$ cat config.mk
export PLATFORM = sky130hd
export DESIGN_NAME = membus_arbiter
export DESIGN_NICKNAME = d
export VERILOG_FILES = /design/src/rtl/membus_arbiter.sv
export SDC_FILE = /design/constraint.sdc
export NUM_CORES = 1
export LEC_CHECK = 0
export CAP_MARGIN = 15
export CORE_AREA = 2 2 210 212
export CTS_BUF_LIST = sky130_fd_sc_hd__clkbuf_8
export DETAILED_ROUTE_END_ITERATION = 12
export DIE_AREA = 0 0 212 214
export GPL_TIMING_DRIVEN = 0
export PLACE_DENSITY_LB_ADDON = 0.2
export SLEW_MARGIN = 20
export SYNTH_ARGS = -nofsm -noshare
export SYNTH_HDL_FRONTEND = slang
export SYNTH_SLANG_ARGS = --single-unit
$ cat constraint.sdc
create_clock -name clk -period 3.85 [get_ports clk]
set_input_delay 0.5775 -clock clk [delete_from_list [all_inputs] [get_ports clk]]
set_output_delay 0.5775 -clock clk [all_outputs]
set_load 0.005 [all_outputs]
$ cat src/rtl/membus_arbiter.sv
// ---------------------------------------------------------------------------
// membus_arbiter
//
// Shares a single memory/MMIO bus between the instruction-fetch port (i_*)
// and the load/store port (d_*).  Only one transaction may be outstanding at
// a time.  The response is routed back to the port that issued the request.
//
// The data port normally has priority.  A starvation counter tracks how many
// data grants in a row were made while fetch was also waiting.  Once that
// count reaches STARVE_LIMIT, fetch wins the next contested arbitration.
//
// Parameters:
//   ADDR_WIDTH   - address width
//   DATA_WIDTH   - data width (must be a multiple of 8)
//   STARVE_LIMIT - data grants in a row, with fetch pending, before fetch
//                  is forced to win once (>= 1)
//
// Ports:
//   clk, rst            - clock and synchronous active-high reset
//   i_valid/i_ready     - fetch request handshake, i_addr is the fetch address
//   i_rvalid/i_rdata    - fetch response
//   d_valid/d_ready     - data request handshake
//   d_addr/d_wen        - data address and store (1) / load (0) select
//   d_wdata/d_wmask     - store data and byte mask
//   d_rvalid/d_rdata    - data response (both loads and stores get one)
//   m_valid/m_ready     - downstream request handshake
//   m_addr/m_wen        - downstream address and write enable
//   m_wdata/m_wmask     - downstream store data and byte mask
//   m_rvalid/m_rdata    - downstream response, one per accepted request
// ---------------------------------------------------------------------------
module membus_arbiter #(
    parameter int ADDR_WIDTH   = 64,
    parameter int DATA_WIDTH   = 64,
    parameter int STARVE_LIMIT = 4
) (
    input  logic                    clk,
    input  logic                    rst,

    input  logic                    i_valid,
    output logic                    i_ready,
    input  logic [ADDR_WIDTH-1:0]   i_addr,
    output logic                    i_rvalid,
    output logic [DATA_WIDTH-1:0]   i_rdata,

    input  logic                    d_valid,
    output logic                    d_ready,
    input  logic [ADDR_WIDTH-1:0]   d_addr,
    input  logic                    d_wen,
    input  logic [DATA_WIDTH-1:0]   d_wdata,
    input  logic [DATA_WIDTH/8-1:0] d_wmask,
    output logic                    d_rvalid,
    output logic [DATA_WIDTH-1:0]   d_rdata,

    output logic                    m_valid,
    input  logic                    m_ready,
    output logic [ADDR_WIDTH-1:0]   m_addr,
    output logic                    m_wen,
    output logic [DATA_WIDTH-1:0]   m_wdata,
    output logic [DATA_WIDTH/8-1:0] m_wmask,
    input  logic                    m_rvalid,
    input  logic [DATA_WIDTH-1:0]   m_rdata
);

    localparam int CNT_WIDTH = $clog2(STARVE_LIMIT + 1);
    localparam logic [CNT_WIDTH-1:0] CNT_MAX = CNT_WIDTH'(STARVE_LIMIT);
    localparam logic [CNT_WIDTH-1:0] CNT_ONE = CNT_WIDTH'(1);

    typedef enum logic [1:0] {
        IDLE   = 2'd0,
        WAIT_I = 2'd1,
        WAIT_D = 2'd2
    } state_t;

    state_t                 state;
    logic [CNT_WIDTH-1:0]   starve_cnt;
    logic                   fetch_win;
    logic                   data_win;
    logic                   handshake;

    // Arbitration is only meaningful in IDLE.  Fetch wins when it is the only
    // requester, or when data has already been granted STARVE_LIMIT times in
    // a row while fetch waited.  In every other case a pending data request
    // wins.  In the wait states neither port wins, which also blocks both
    // readies and m_valid without any extra gating further down.
    always_comb begin
        fetch_win = 1'b0;
        data_win  = 1'b0;
        if (state == IDLE) begin
            fetch_win = i_valid && (!d_valid || (starve_cnt == CNT_MAX));
            data_win  = d_valid && !fetch_win;
        end
    end

    // m_valid depends only on the requesters and the state, never on m_ready.
    // The handshake therefore cannot form a combinational loop with a
    // downstream that derives m_ready from m_valid.
    assign m_valid   = fetch_win || data_win;
    assign handshake = m_valid && m_ready;
    assign i_ready   = fetch_win && m_ready;
    assign d_ready   = data_win && m_ready;

    // Request mux.  A fetch is always a read, so the write fields are forced
    // to zero.  When no one is requesting, all fields are zero so the bus
    // does not show stale requester data.
    always_comb begin
        m_addr  = '0;
        m_wen   = 1'b0;
        m_wdata = '0;
        m_wmask = '0;
        if (fetch_win) begin
            m_addr = i_addr;
        end else if (data_win) begin
            m_addr  = d_addr;
            m_wen   = d_wen;
            m_wdata = d_wdata;
            m_wmask = d_wmask;
        end
    end

    // Response routing.  The owner is known from the wait state, so the
    // response is passed straight through in the same cycle.  A response in
    // IDLE has no owner.  It can only come from a downstream that was not
    // reset with us, and it is dropped.  The non-owner data bus is held at
    // zero.
    always_comb begin
        i_rvalid = (state == WAIT_I) && m_rvalid;
        d_rvalid = (state == WAIT_D) && m_rvalid;
        i_rdata  = i_rvalid ? m_rdata : '0;
        d_rdata  = d_rvalid ? m_rdata : '0;
    end

    // Transaction FSM and starvation counter.  The counter only moves on an
    // accepted request.  It grows, saturating, while data keeps winning with
    // fetch waiting.  It clears whenever fetch is served, and also when data
    // wins with no fetch waiting, because then nobody was starved.  The
    // response cycle always returns to IDLE.  Any new request is therefore
    // arbitrated one cycle later, using the fresh counter value.
    always_ff @(posedge clk) begin
        if (rst) begin
            state      <= IDLE;
            starve_cnt <= '0;
        end else begin
            case (state)
                IDLE: begin
                    if (handshake) begin
                        if (fetch_win) begin
                            state      <= WAIT_I;
                            starve_cnt <= '0;
                        end else begin
                            state <= WAIT_D;
                            if (!i_valid) begin
                                starve_cnt <= '0;
                            end else if (starve_cnt != CNT_MAX) begin
                                starve_cnt <= starve_cnt + CNT_ONE;
                            end
                        end
                    end
                end
                WAIT_I, WAIT_D: begin
                    if (m_rvalid) begin
                        state <= IDLE;
                    end
                end
                default: begin
                    state <= IDLE;
                end
            endcase
        end
    end

endmodule

# ---- Word level (Yosys, flattened, before mapping)
# Index checks and enable logic that the tools add are counted.
# W data, S select, Z words.
dict set report op_classes {
  eq_ne 7
  n_reduce_logical 15
  mux 19
  add_sub_neg 1
}
# operator count
set ops {}
lappend ops {{$mux W64} 6}
lappend ops {{$mux W8} 2}
lappend ops {{$mux W3} 3}
lappend ops {{$logic_and A1 B1 Y1} 7}
lappend ops {{$mux W2} 3}
lappend ops {{$mux W1} 4}
lappend ops {{$ne A2 B2 Y1 const B} 2}
lappend ops {{$pmux W2 S2} 1}
lappend ops {{$add A3 B1 Y3 const B} 1}
lappend ops {{$eq A3 B3 Y1 const B} 1}
lappend ops {{$ne A3 B1 Y1 const B} 1}
lappend ops {{$ne A3 B3 Y1 const B} 1}
lappend ops {{$reduce_and A3 Y1} 1}
lappend ops {{$eq A2 B1 Y1 const B} 1}
lappend ops {{$eq A2 B2 Y1 const B} 1}
lappend ops {{$logic_not A1 Y1} 2}
lappend ops {{$logic_not A2 Y1} 1}
lappend ops {{$logic_or A1 B1 Y1} 2}
lappend ops {{$reduce_and A2 Y1} 1}
lappend ops {{$reduce_or A2 Y1} 1}
dict set report word_totals {
  register_bits 5
  output_inout_bits 270
  input_bits 271
}

# ---- Longest topological paths before layout
# Gate-level depths: netlist of the first run.
dict set report depth {
  word_depth 10
  depth_mapped 7
}

# ---- Least setup slack after synthesis of the first run
# OpenSTA, ideal clock, no wires.
dict set report synth_timing {
  kind {flip-flop to output port}
  start {register starve_cnt[0]}
  end {output m_addr[24]}
  path_stages_with_launch 8
  path_buffers 2
  arrival_time_ns 1.444
  path_slack_ns 1.829
  cell_sequence {dfxtp_1 > inv_1 > ha_1 > a21bo_1 > and3_4 > buf_6 > buf_6 > a22o_1}
}
dict set report synth_via {
  elab_chain_len 8
}
# element line
set synth_rtl {}
lappend synth_rtl {{start: declaration} 75} ;# logic [CNT_WIDTH-1:0] starve_cnt;
lappend synth_rtl {{start signal: assignment} 154} ;# starve_cnt <= starve_cnt + CNT_ONE;
lappend synth_rtl {{$eq A3 B3 Y1 (*)} 89} ;# fetch_win = i_valid && (!d_valid || (starve_cnt == CNT_MAX));
lappend synth_rtl {{$logic_or A1 B1 Y1 (*)} 89}
lappend synth_rtl {{$logic_and A1 B1 Y1 (*)} 89}
lappend synth_rtl {{$logic_not A1 Y1} 90} ;# data_win = d_valid && !fetch_win;
lappend synth_rtl {{$logic_and A1 B1 Y1} 90}
lappend synth_rtl {{$mux W1} 88} ;# if (state == IDLE) begin
lappend synth_rtl {{$mux W64} 112} ;# end else if (data_win) begin
lappend synth_rtl {{$mux W64 (*)} 110} ;# if (fetch_win) begin
lappend synth_rtl {{end: declaration} 56} ;# output logic [ADDR_WIDTH-1:0] m_addr,
# Every way passes the cells marked *; elsewhere a longest branch is shown, timed or not.

# ---- Final worst setup path of the first run
dict set report layout_timing {
  start {input d_valid}
  end {output m_addr[40]}
}
dict set report layout_via {
  elab_chain_len 8
}
# element line
set layout_rtl {}
lappend layout_rtl {{start: declaration} 45} ;# input logic d_valid,
lappend layout_rtl {{$logic_not A1 Y1} 89}
lappend layout_rtl {{$logic_or A1 B1 Y1} 89}
lappend layout_rtl {{$logic_and A1 B1 Y1} 89}
lappend layout_rtl {{$logic_not A1 Y1} 90}
lappend layout_rtl {{$logic_and A1 B1 Y1} 90}
lappend layout_rtl {{$mux W1} 88}
lappend layout_rtl {{$mux W64} 112}
lappend layout_rtl {{$mux W64 (*)} 110}
# Marks and branches as above.

==> summary.md, run 1 <==
| Metric | Value |
|---|---|
| Skew-Pair Late Insertion Delay | ~0.22 ns |
| Crit Path Class | input port to output port |
| DR iter-0 viols | ~140 |
| Initial antenna violation count | 12 |
| DRC viols | 0 |
| Final Slew Violations | 0 |
| CTS H-tree lvls | 1 |
| First-pass GRT wire length | between 40 and 50 mm |
| Site Rows | 76 |
| Top-level I/O count | between 500 and 600 |
| Clk network pwr share | under 10% |
| Flip-flop and latch count after synthesis | 5 |
| Setup TNS Final | 0 ns |
| Non-filler cells, final | between 1,000 and 1,500 |
| Worst EP required | 3.27 ns |
| Worst-path clk slew | approximately 0.030 ns |
| Synth Area in Compound Gates | 26.0% |
| Vias in the first global route | 5,595 |
| Net Sw Power | 0.430 mW |
| Routability cong. | a little over 0.8 |
| Full die area | approximately 45,000 um^2 |
| Internal Dissipation | between 0.7 and 0.8 mW |
| CTS tree | done |
| Setup WS pre-CTS | -0.0203 ns |
| Number of synthesized flops with an enable pin | 0 |
| Post-Synth Simple-Gate Area | between 50% and 60% |
| Seq pwr share | under 10% |
| Final WL | roughly 34 mm |
| Share of layout cells above drive strength 1 | 3.20% |
| Top-count cell post-synth | and3_1 |
| Xor/xnor share of the synthesized area | 0% |
| Worst Setup End Kind | output port |
| Vias | approximately 5,200 |
| Final setup fails | 0 |
| Layout fillers | just under 5,000 |
| Main combinational cell family by area after synthesis | simple AND/OR/NAND/NOR gates |
| Startpoint type of the worst setup path | input port |
| Least-Margin Pin Slew | 0.631 ns |
| Largest cells by area after synthesis | and3_1 (32%), a22o_1 (23%), and2_1 (20%) |
| Post-Syn Area per Cell | between 6 and 7 um^2 |
| Max Clock Freq | between 200 and 300 MHz |
| Yosys warns | 0 |
| Outcome | finished, final reports clean |
| DRT Pass-1 Iters | 4 |
| Antenna viol nets, final | 0 |
| Mux contribution to synthesized area | 0% |
| Cell count after synthesis | 362 |
| Relative slew slack | just under 60% |
| Post-route setup slack | about 0.27 ns |
| Final hold vios | 0 |
| RSZ-0062 raised after global routing | no |
| Hold EP | starve_cnt[0] |
| Hold Crit Class | register to register |
| Min-Delay Startpoint | starve_cnt[0] |
| Max Cap Viol | 0 |
| Total Power | between 1 and 1.5 mW |
| # hold bufs at CTS | 0 |
| Final Critical Period | about 3.6 ns |
| Congestion Overflow GR | 0 |
| Dominant synthesized flop cell | dfxtp_1 |
| Vias/cell | between 3 and 4 |
| Crit Reg-Reg Endpoint | state[1] |
| Cell Area, Synth | 2470 um^2 |
| CTS Sinks | 5 |
| Layout area overhead | 251% |
| Final critical-path share of the clock period | between 90% and 100% |
| Core Area | about 43,000 um^2 |
| Leak Pwr | roughly 3.5 nW |
| Final HPWL DP | between 20 and 30 mm |
| Comb pwr share | 87.4% |
| Post-synth top area cell | and3_1 |
| Arrival time worst endpoint | ~3.0 ns |
| Critical path fanouts, max | 10 |
| Reg2reg path depth | 5 |
| Distinct cells, synth | 29 |
| CTS Buffer Depth | 2 |
| Post-Place Cells | approximately 1,500 |
| Post-synth top area share | about 32% |
| WHS | between 0.4 and 0.5 ns |
| GRT Total Usage | 13.7% |
| Setup crit start | d_valid |
| Worst Hold Depth | 2 |
| Worst vdd ir | slightly above 0.06 mV |
| RR Startpoint | state[0] |
| TritonCTS Buffers | 3 |
| Register area share after synthesis | under 10% |
| Largest net degree at the start of global routing | 11 |
| R2R setup slack | 2.39 ns |
| Post-layout nets | 1,183 |
| Die height | roughly 210 um |
| Sw frac | between 30 and 40% |
| Asr flop ratio synth | 0% |
| Post-Synth Adder-Cell Area | under 10% |
| Worst Skew | ~0.0040 ns |
| Most instantiated cells after synthesis | and3_1 (128), and2_1 (78), a22o_1 (64) |
| Root Driver | clkbuf_8 |
| Syn nets | 638 |
| IO buf count | 540 |
| Initial Util | 5.75% |
| Drt wl/cell | between 20 and 25 um |
| PD cells | between 100 and 150 nW/um^2 |
| Die X | around 210 um |
==> stage by stage <==
stage,util (%),instance area (um^2)
after floorplan,-,2470
after global placement,20.1,8600
after detailed placement,20.1,8600
after CTS,20.2,8650
after global routing,20.2,8650
final,20.2,8660
==> per-layer routing <==
layer  wire, um  up-vias  GRT usage [%]
met5        108        -              0
met2      16900      348           25.9
met4        614       16           2.39
li1           -     2425              -
met3       3470       32           4.94
met1      12500     2417           14.4
==> sequential cells by signal, indices dropped and copies added, names as in the netlist <==
register / count
starve_cnt: 3
state: 2
==> what timing repair did <==
item | 4_1_cts | 5_1_grt
buffers inserted | 0 | 0
setup endpoints to repair | 1 | 0
resized for setup | 1 | 0
==> critical path, cell delays in order <==
cell             delay (ns)
clkdlybuf4s50_1        0.57
nand2_1                0.09
a31oi_2                0.35
buf_4                  0.29
buf_4                  0.20
a22o_1                 0.29
clkdlybuf4s50_1        0.61
==> area by class of cell <==
class | instances | area, um^2 | share of cell area, %
repair buffers | 540 | 5410 | 62.4
plain buffers | 50 | 260 | 3.00
multi-input cells | 302 | 2090 | 24.1
inverters | 5 | 18.8 | 0.217
diodes | 4 | 10.0 | 0.116
clock buffers | 3 | 41.3 | 0.477
well taps | 585 | 732 | 8.45
clock inverters | 1 | 3.75 | 0.0433
flip-flops and latches | 5 | 100 | 1.16
==> cells by family after synthesis <==
group                    Yosys count
buffers and inverters             55
AND/OR/NAND/NOR                  222
flip-flops                         5
adder cells (fa/ha/maj)            5
AO/OA/AOI/OAI                     75
==> layout by cell type, fill, tap and decap left out, types with 2 or more instances in the layout <==
cell type          n
clkbuf_2           8
o21ai_0            2
a22o_1            64
buf_2              5
dfxtp_1            5
diode_2            4
buf_4              5
clkbuf_8           3
a31oi_1            2
buf_6              5
nand2_1            3
inv_1              6
and3_1           128
clkdlybuf4s50_1  540
nand3_1            5
ha_1               5
and2_1            78
a21oi_1            2
clkbuf_1          27
==> worst max path at each step <==
stage	slack (ns)	cells past startpoint	to
final	0.27	7	m_addr[40]
after global routing	0.09	7	m_addr[40]
after CTS	0.18	7	m_addr[39]
after detailed placement	-0.02	5	d_rdata[0]
after global placement	0.002	5	d_rdata[0]
after floorplan	1.83	7	m_addr[24]
==> power groups by stage <==
| stage | clock network (mW) | registers, mW | logic, mW |
|---|---|---|---|
| global route | 0.0962 | 0.0567 | 1.10 |
| CTS | 0.0943 | 0.0564 | 1.06 |
| global placement | 0 | 0.0571 | 1.06 |
| floorplan | 0 | 0.0566 | 0.270 |
| finish | 0.0929 | 0.0565 | 1.04 |
| detailed placement | 0 | 0.0573 | 1.05 |
No activity file was read; power rests on OpenSTA's default activity.
==> run 2, diff against run 1 <==
--- a/config.mk
+++ b/config.mk
@@ -6,10 +6,10 @@
 export NUM_CORES = 1
 export LEC_CHECK = 0
 export CAP_MARGIN = 15
-export CORE_AREA = 2 2 210 212
+export CORE_AREA = 2 2 209 211
 export CTS_BUF_LIST = sky130_fd_sc_hd__clkbuf_8
 export DETAILED_ROUTE_END_ITERATION = 12
-export DIE_AREA = 0 0 212 214
+export DIE_AREA = 0 0 211 213
 export GPL_TIMING_DRIVEN = 0
 export PLACE_DENSITY_LB_ADDON = 0.2
 export SLEW_MARGIN = 20
==> constraint.sdc (replaced) <==
create_clock -name clk -period 3.4 [get_ports clk]
set_input_delay 0.51 -clock clk [delete_from_list [all_inputs] [get_ports clk]]
set_output_delay 0.51 -clock clk [all_outputs]
set_load 0.005 [all_outputs]
==> run 2 against run 1 <==
Routed wire length is 9.4% lower. Core utilization is 0.052 points higher. Total power is 13% higher. Global-route usage is 1.4 points lower. Setup slack worse by 0.090 ns. Final cell count is 2.7% lower. Die area is 0.94% lower. Clock skew is 0.0018 ns lower. Combinational power is 13% higher. Largest power group unchanged.
==> summary.md, run 2 (synthesized netlist as in run 1, its figures left out) <==
| Metric | Value |
|---|---|
| Comb pwr share | 87.2% (-0.2 points) |
| Post-layout nets | 1,184 (+0.085%) |
| Sw frac | 35.7% (-0.53 points) |
| Worst Skew | 0.00219 ns (-0.00182 ns) |
| WHS | 0.479 ns (-0.00643 ns) |
| Seq pwr share | 4.8% (about the same) |
| Routability cong. | 0.800 (-2.6%) |
| Site Rows | 76 (unchanged) |
| Commonest non-fill, non-tap cells in the layout | clkdlybuf4s50_1 (537), and3_1 (128), and2_1 (78) |
| Initial Util | 5.78% (+0.026 points) |
| Setup TNS Final | 0 ns (unchanged) |
| Critical path fanouts, max | 10 (unchanged) |
| First-pass GRT wire length | 40.1 mm (-9.8%) |
| Most common cell after layout, fill and taps aside | clkdlybuf4s50_1 |
| Crit-path slowest cell | clkdlybuf4s50_1 |
| Vias in the first global route | 5,646 (+0.91%) |
| Core Area | 42,700 um^2 (-0.44%) |
| GRT Total Usage | 12.3% (-1.4 points) |
| Cell Chain, Critical Path | clkdlybuf4s50_1, nand2_1, a31oi_4, buf_4, buf_2, a22o_1, clkdlybuf4s50_1 |
| CTS H-tree lvls | 1 (unchanged) |
| Setup WS pre-CTS | -0.262 ns (-0.241 ns) |
| Final WL | 30.5 mm (-9.4%) |
| CTS Buffer Depth | 2 (unchanged) |
| Largest net degree at the start of global routing | 11 (unchanged) |
| IO buf count | 540 (unchanged) |
| Final HPWL DP | 26.8 mm (-8.2%) |
| Outcome | finished, final reports clean |
| Final setup fails | 0 (unchanged) |
| Final Critical Period | between 3 and 4 ns |
| Max Cap Viol | 0 (unchanged) |
| Crit Path Class | input port to output port |
| Arrival time worst endpoint | 2.71 ns (-0.29 ns) |
| DRT Pass-1 Iters | 4 (unchanged) |
| Startpoint type of the worst setup path | input port |
| Share of layout cells above drive strength 1 | 3.53% (+0.33 points) |
| Worst Setup End Kind | output port |
| Final critical-path share of the clock period | about 95% |
| CTS tree | done |
| Largest regs | starve_cnt: 3 flops, state: 2 flops |
| Final hold vios | 0 (unchanged) |
| Vias | 5,188 (-0.95%) |
| Layout fillers | 4,788 (-0.33%) |
| Most frequent CP cell | clkdlybuf4s50_1 |
| Final core occ | 20.2% (+0.052 points) |
| Die height | 213 um (-0.47%) |
| Register Area | 100 um^2 (unchanged) |
| Die X | 211 um (-0.47%) |
| Full die area | 44,900 um^2 (-0.94%) |
| Max Clock Freq | 311 MHz |
| Relative slew slack | 64.0% (+6.1 points) |
| PD cells | 155 nW/um^2 (+13%) |
| Skew-Pair Late Insertion Delay | 0.22 ns (about the same) |
| Worst vdd ir | 0.0647 mV (+5.5%) |
| Least-Margin Pin Slew | 0.539 ns (-0.0920 ns) |
| Drt wl/cell | 20.9 um (-6.9%) |
| Leak Pwr | 3.57 nW (+1.3%) |
| Hold Crit Class | register to register |
| Max incr delay on CP | 0.59 ns (-0.02 ns) |
| CTS Sinks | 5 (unchanged) |
| Fin area | 8640 um^2 (-0.19%) |
| Clk network pwr share | 8.0% (+0.2 points) |
| RSZ-0062 raised after global routing | no |
| Antenna viol nets, final | 0 (unchanged) |
| Final Slew Violations | 0 (unchanged) |
| Non-filler cells, final | 1,455 (-2.7%) |
| DR iter-0 viols | 163 (+13%) |
| Largest reg by FF count | starve_cnt |
| Layout area overhead | 250% |
| Congestion Overflow GR | 0 (unchanged) |
| Max FFs per register | 3 (unchanged) |
| Placed cell areas | 8560 um^2 (-0.57%) |
| Vias/cell | 3.57 (+1.8%) |
| Post-Place Cells | 1,448 (-2.6%) |
| Internal Dissipation | 0.864 mW (+14%) |
| Multi-input combinational cell area | 2100 um^2 (+0.42%) |
| DRC viols | 0 (unchanged) |
| Top-level I/O count | 541 (unchanged) |
| Net Sw Power | 0.479 mW (+11%) |
| TritonCTS Buffers | 3 (unchanged) |
| Initial antenna violation count | 4 (-8) |
| Total Power | 1.34 mW (+13%) |
| Worst-path clk slew | 0.03 ns (about the same) |
| Post-route setup slack | 0.183 ns (-0.0895 ns) |
| Worst EP required | 2.89 ns (-0.38 ns) |
| Root Driver | clkbuf_8 |
-- run 2: final timing paths --
check	startpoint	to	slack (ns)	depth (start not counted)
hold / removal	starve_cnt[0]	starve_cnt[0]	0.48	2
setup reg to reg	state[0]	state[1]	1.95	5
hold reg to reg	starve_cnt[0]	starve_cnt[0]	0.48	2
setup / recovery	d_valid	m_addr[57]	0.18	7
-- run 2: final cells by class --
| cell class | count | share of cell area (%) |
|---|---|---|
| clock buffers | 3 | 0.478 |
| plain buffers | 50 | 3.07 |
| multi-input cells | 302 | 24.3 |
| flip-flops and latches | 5 | 1.16 |
| inverters | 5 | 0.217 |
| repair buffers | 541 | 62.8 |
| diodes | 2 | 0.0579 |
| well taps | 546 | 7.90 |
| clock inverters | 1 | 0.0434 |
-- run 2: metal layers --
layer  global-route usage [%]  vias to the layer above  part of all wire [%]
li1                         -                     2425                     -
met1                     13.0                     2399                    38
met2                     23.4                      336                    51
met3                     3.94                       22                   9.2
met4                     3.16                        6                   1.9
met5                        0                        -                  0.10
-- run 2: what timing repair did --
item	in CTS	in global routing
setup buffers	0	1
endpoints found under the setup margin	79	7
gates resized for setup	5	4
hold buffers	0	0
pin swaps	0	0
-- run 2: worst max-delay path, delay by kind of cell --
family	cells	cell delay [ns]
and+or+nand+nor	1	0.13
buffers and inverters	4	1.59
AOI/OAI and AO/OA	2	0.46
-- run 2: power by group through the flow --
stage | Sequential [mW] | Combinational [mW] | Clock, mW
6_report | 0.0640 | 1.17 | 0.108
5_1_grt | 0.0642 | 1.24 | 0.115
4_1_cts | 0.0639 | 1.19 | 0.111
3_5_place_dp | 0.0648 | 1.18 | 0
3_3_place_gp | 0.0647 | 1.19 | 0
2_1_floorplan | 0.0641 | 0.306 | 0
==> patch 1, RTL diff (config.mk and constraints of run 1) <==
Change the parameter `STARVE_LIMIT` from 4 to 8.
--- a/src/rtl/membus_arbiter.sv
+++ b/src/rtl/membus_arbiter.sv
@@ -31,7 +31,7 @@
 module membus_arbiter #(
     parameter int ADDR_WIDTH   = 64,
     parameter int DATA_WIDTH   = 64,
-    parameter int STARVE_LIMIT = 4
+    parameter int STARVE_LIMIT = 8
 ) (
     input  logic                    clk,
     input  logic                    rst,
Function: no difference found for any inputs over 4 cycles, from zero or initial values and one cycle with rst high; that may be too few to reach the edited logic, so the function may still have changed.
==> patch 1 against run 1 <==
Non-clock buffer count is the same; sequential cell count grew 1; setup slack lost 0.11 ns; routed wire length shrank 4.4%; sequential share of layout area grew 0.22 points; maximum frequency shrank 2.9%; total power grew 4.3%; area after synthesis grew 3.0%; critical path depth shrank 2; die area is the same; hold slack gained 0.033 ns; design area grew 0.62%; critical path type unchanged; largest power group unchanged.
==> patch 1: results (changes against run 1) <==
outcome=finished clean; CP arrival=3.11 ns (+0.11 ns); Worst Reg2Reg Path Length in Cells=6 (+1); Compound-Gate Fraction of Synth Area=24.9% (-1.1 points); slew at the pin with the worst max-slew slack=0.685 ns (+0.0535 ns); sequential fraction of the synthesis area=4.73% (+0.67 points); Leak Pwr=3.58 nW (+1.4%); final clock skew=0.00258 ns (-0.00142 ns); met3 GRT Util=3.99% (-0.95 points); drt wl/cell=21.4 um (-4.8%); total wire length=32.1 mm (-4.4%); via count=5209 (-0.55%); GRT Resource Usage Total=13.3% (-0.44 points); met2 Use GR=25.7% (-0.21 points); placed cell count=1496 (+0.61%); met1 usage=13.9% (-0.54 points); top post-synthesis cells by count=and3_1 (129), and2_1 (76), a22o_1 (64); Post-Synth Adder-Cell Area=2.46% (-0.074 points); IO buf count=539 (-0.19%); post-CTS sizing=0 (-1); Post-Syn Nets=648 (+1.6%); maximum vdd ir drop=0.0000479 V (-22%); post-synthesis mux area share=0.837% (+0.84 points); fillers=4807 (+0.062%); Syn Area/Cell=6.83 um^2 (+0.22%); share of post-route cells with drive strength above 1=3.39% (+0.19 points); synth top area cells=and3_1 (32%), a22o_1 (22%), and2_1 (19%), dfxtp_1 (4.7%), clkbuf_1 (4.3%)
patch 1: how the worst min path moves through the flow:
stage / from / to / slack (ns) / cells past startpoint
floorplan: starve_cnt[1] / starve_cnt[1] / 0.48 / 2
global placement: starve_cnt[1] / starve_cnt[1] / 0.52 / 2
detailed placement: starve_cnt[1] / starve_cnt[1] / 0.52 / 2
CTS: starve_cnt[1] / starve_cnt[1] / 0.52 / 2
global route: state[0] / state[0] / 0.56 / 2
finish: starve_cnt[1] / starve_cnt[1] / 0.52 / 2
patch 1: layout make-up:
type	count	area [um^2]	area share, %
timing repair buffer	539	5400	61.9
tap	585	732	8.40
sequential	6	120	1.38
antenna	2	5.00	0.0574
inverter	6	22.5	0.258
clock buffer	3	41.3	0.474
multi-input combinational	309	2140	24.5
buffer	51	262	3.00
patch 1: critical path, delay by kind of cell:
kind	cells	cell delay, ns
buffers and inverters	4	2.19
AND/OR/NAND/NOR	1	0.33
patch 1: cells by family after synthesis:
group                    after synthesis
AND/OR/NAND/NOR                      228
AO/OA/AOI/OAI                         74
buffers and inverters                 57
flip-flops                             6
adder cells (fa/ha/maj)                5
multiplexers                           2
patch 1: per-stage QoR:
stage / hold WS (ns) / worst slack [ns] / util, % / power [mW] / instance area [um^2]
after floorplan: 0.482 / 1.90 / - / 0.362 / 2540
after global placement: 0.521 / 0.0487 / 20.2 / 1.17 / 8670
after detailed placement: 0.516 / 0.0521 / 20.2 / 1.16 / 8670
after CTS: 0.521 / 0.0464 / 20.3 / 1.27 / 8710
after global routing: 0.558 / 0.00325 / 20.3 / 1.32 / 8710
final: 0.519 / 0.165 / 20.3 / 1.24 / 8710
patch 1: where the power goes:
part,total [mW],internal (mW),switching [mW]
clock,0.0898,0.0668,0.0230
sequential,0.0666,0.0650,0.00162
combinational,1.08,0.663,0.421
==> patch 2, RTL diff (config.mk and constraints of run 1) <==
Made on the original files. The 3 states of `state_t` get a one-hot encoding in 3 bits.
--- a/src/rtl/membus_arbiter.sv
+++ b/src/rtl/membus_arbiter.sv
@@ -65,10 +65,10 @@
     localparam logic [CNT_WIDTH-1:0] CNT_MAX = CNT_WIDTH'(STARVE_LIMIT);
     localparam logic [CNT_WIDTH-1:0] CNT_ONE = CNT_WIDTH'(1);
 
-    typedef enum logic [1:0] {
-        IDLE   = 2'd0,
-        WAIT_I = 2'd1,
-        WAIT_D = 2'd2
+    typedef enum logic [2:0] {
+        IDLE   = 3'b001,
+        WAIT_I = 3'b010,
+        WAIT_D = 3'b100
     } state_t;
 
     state_t                 state;
Behaviour: same outputs for any inputs over 4 cycles, from zero or initial values and one cycle with rst high; so few cycles prove little.
==> patch 2 against run 1 <==
Sequential power is 21% higher; routed wire length is 17% lower; design area is 5.1% higher; sequential cell count is 1 higher; core utilization is 1.0 points higher; largest cell class unchanged; total power is 14% lower; area after synthesis is 18% higher; global-route usage is 2.5 points lower; setup slack worse by 0.16 ns.
==> patch 2: results (changes against run 1) <==
outcome=finished clean; met3 WL=2.38 mm (-32%); Reg-to-Reg End=state[2]; nets@finish=1318 (+11%); GRT Resource Usage Total=11.2% (-2.5 points); initial drt markers=150 (+4.2%); met2 routed WL=15.2 mm (-10%); final clock skew=0.00101 ns (-0.00300 ns); top layer in use=met4; Synth cell types=27 (-6.9%); total wire length=27.7 mm (-17%); top post-synthesis cells by count=and2_1 (202), nand3_1 (129), a21oi_1 (67); share of post-route cells with drive strength above 1=4.03% (+0.83 points); CTS root buffer=clkbuf_8; Endpoint, Worst Hold=starve_cnt[1]; initial antenna violation count=4 (-8); Regs by FF count=starve_cnt (3), state (3); final hold slack=0.497 ns (+0.0107 ns); Syn Area/Cell=5.82 um^2 (-15%); post-CTS sizing=4 (+3); Setup Buffers After CTS=0 (unchanged); crit-path max cell delay=0.72 ns (+0.11 ns); maximum vdd ir drop=0.0000532 V (-13%); worst min path class=flop to flop; fillers=4842 (+0.79%); sequential fraction of the synthesis area=4.13% (+0.072 points); DP HPWL=24.3 mm (-17%); routed vias/inst=3.45 (-1.5%); Leak Pwr=3.27 nW (-7.1%); slew at the pin with the worst max-slew slack=0.554 ns (-0.0770 ns); Worst Reg2Reg Path Length in Cells=6 (+1); first-pass GRT wire length=38.0 mm (-14%)
==> patch 2: changes by cell type in the layout (fill, tap and decap cells not counted), sizes merged, moves of 26 or more <==
cell    delta
nand3    +124
a22o      -64
clkbuf    -26
and2     +124
and3     -128
a21oi     +65
buf       +33
==> patch 2: critical path, delay by kind of cell <==
family,cells,cell delay (ns)
AOI/OAI and AO/OA,1,0.37
and+or+nand+nor,1,0.15
buffers and inverters,4,2.05
==> patch 2: report_power, final <==
part | internal (mW) | switching [mW]
sequential | 0.0650 | 0.00305
clock | 0.0674 | 0.0299
combinational | 0.552 | 0.311
==> patch 2: through the flow <==
step                cell area, um^2  worst slack, ns  TNS (ns)
CTS                            9090           0.0378         0
global placement               9050           -0.188    -0.268
floorplan                      2910             1.87         0
detailed placement             9050           -0.209    -0.318
finish                         9100            0.115         0
global route                   9100           0.0337         0
==> patch 2: how the worst max path moves through the flow <==
stage / startpoint / end / slack [ns] / cells past startpoint
2_1_floorplan: starve_cnt[0] / m_addr[33] / 1.87 / 7
3_3_place_gp: i_valid / m_addr[23] / -0.19 / 7
3_5_place_dp: i_valid / m_addr[23] / -0.21 / 7
4_1_cts: i_valid / m_addr[39] / 0.04 / 6
5_1_grt: i_valid / m_addr[39] / 0.03 / 6
6_report: i_valid / m_addr[39] / 0.12 / 6
==> patch 2: cell families after synthesis <==
group                    after synthesis  synth area share (%)
AO/OA/AOI/OAI                         75                  13.8
adder cells (fa/ha/maj)                2                 0.860
buffers and inverters                 63                  10.9
AND/OR/NAND/NOR                      354                  70.4
flip-flops                             6                  4.13
==> patch 2: area by class of cell <==
| cell class | instances | share of cell area [%] |
|---|---|---|
| diodes | 2 | 0.0550 |
| plain buffers | 57 | 3.30 |
| clock buffers | 3 | 0.454 |
| inverters | 6 | 0.248 |
| multi-input cells | 431 | 27.2 |
| flip-flops and latches | 6 | 1.32 |
| well taps | 585 | 8.04 |
| repair buffers | 540 | 59.4 |
==> patch 2: metal layers <==
metal,up-vias,track usage (%)
li1,2758,-
met1,2538,11.2
met2,316,23.1
met3,16,2.90
met4,0,1.78
met5,-,0
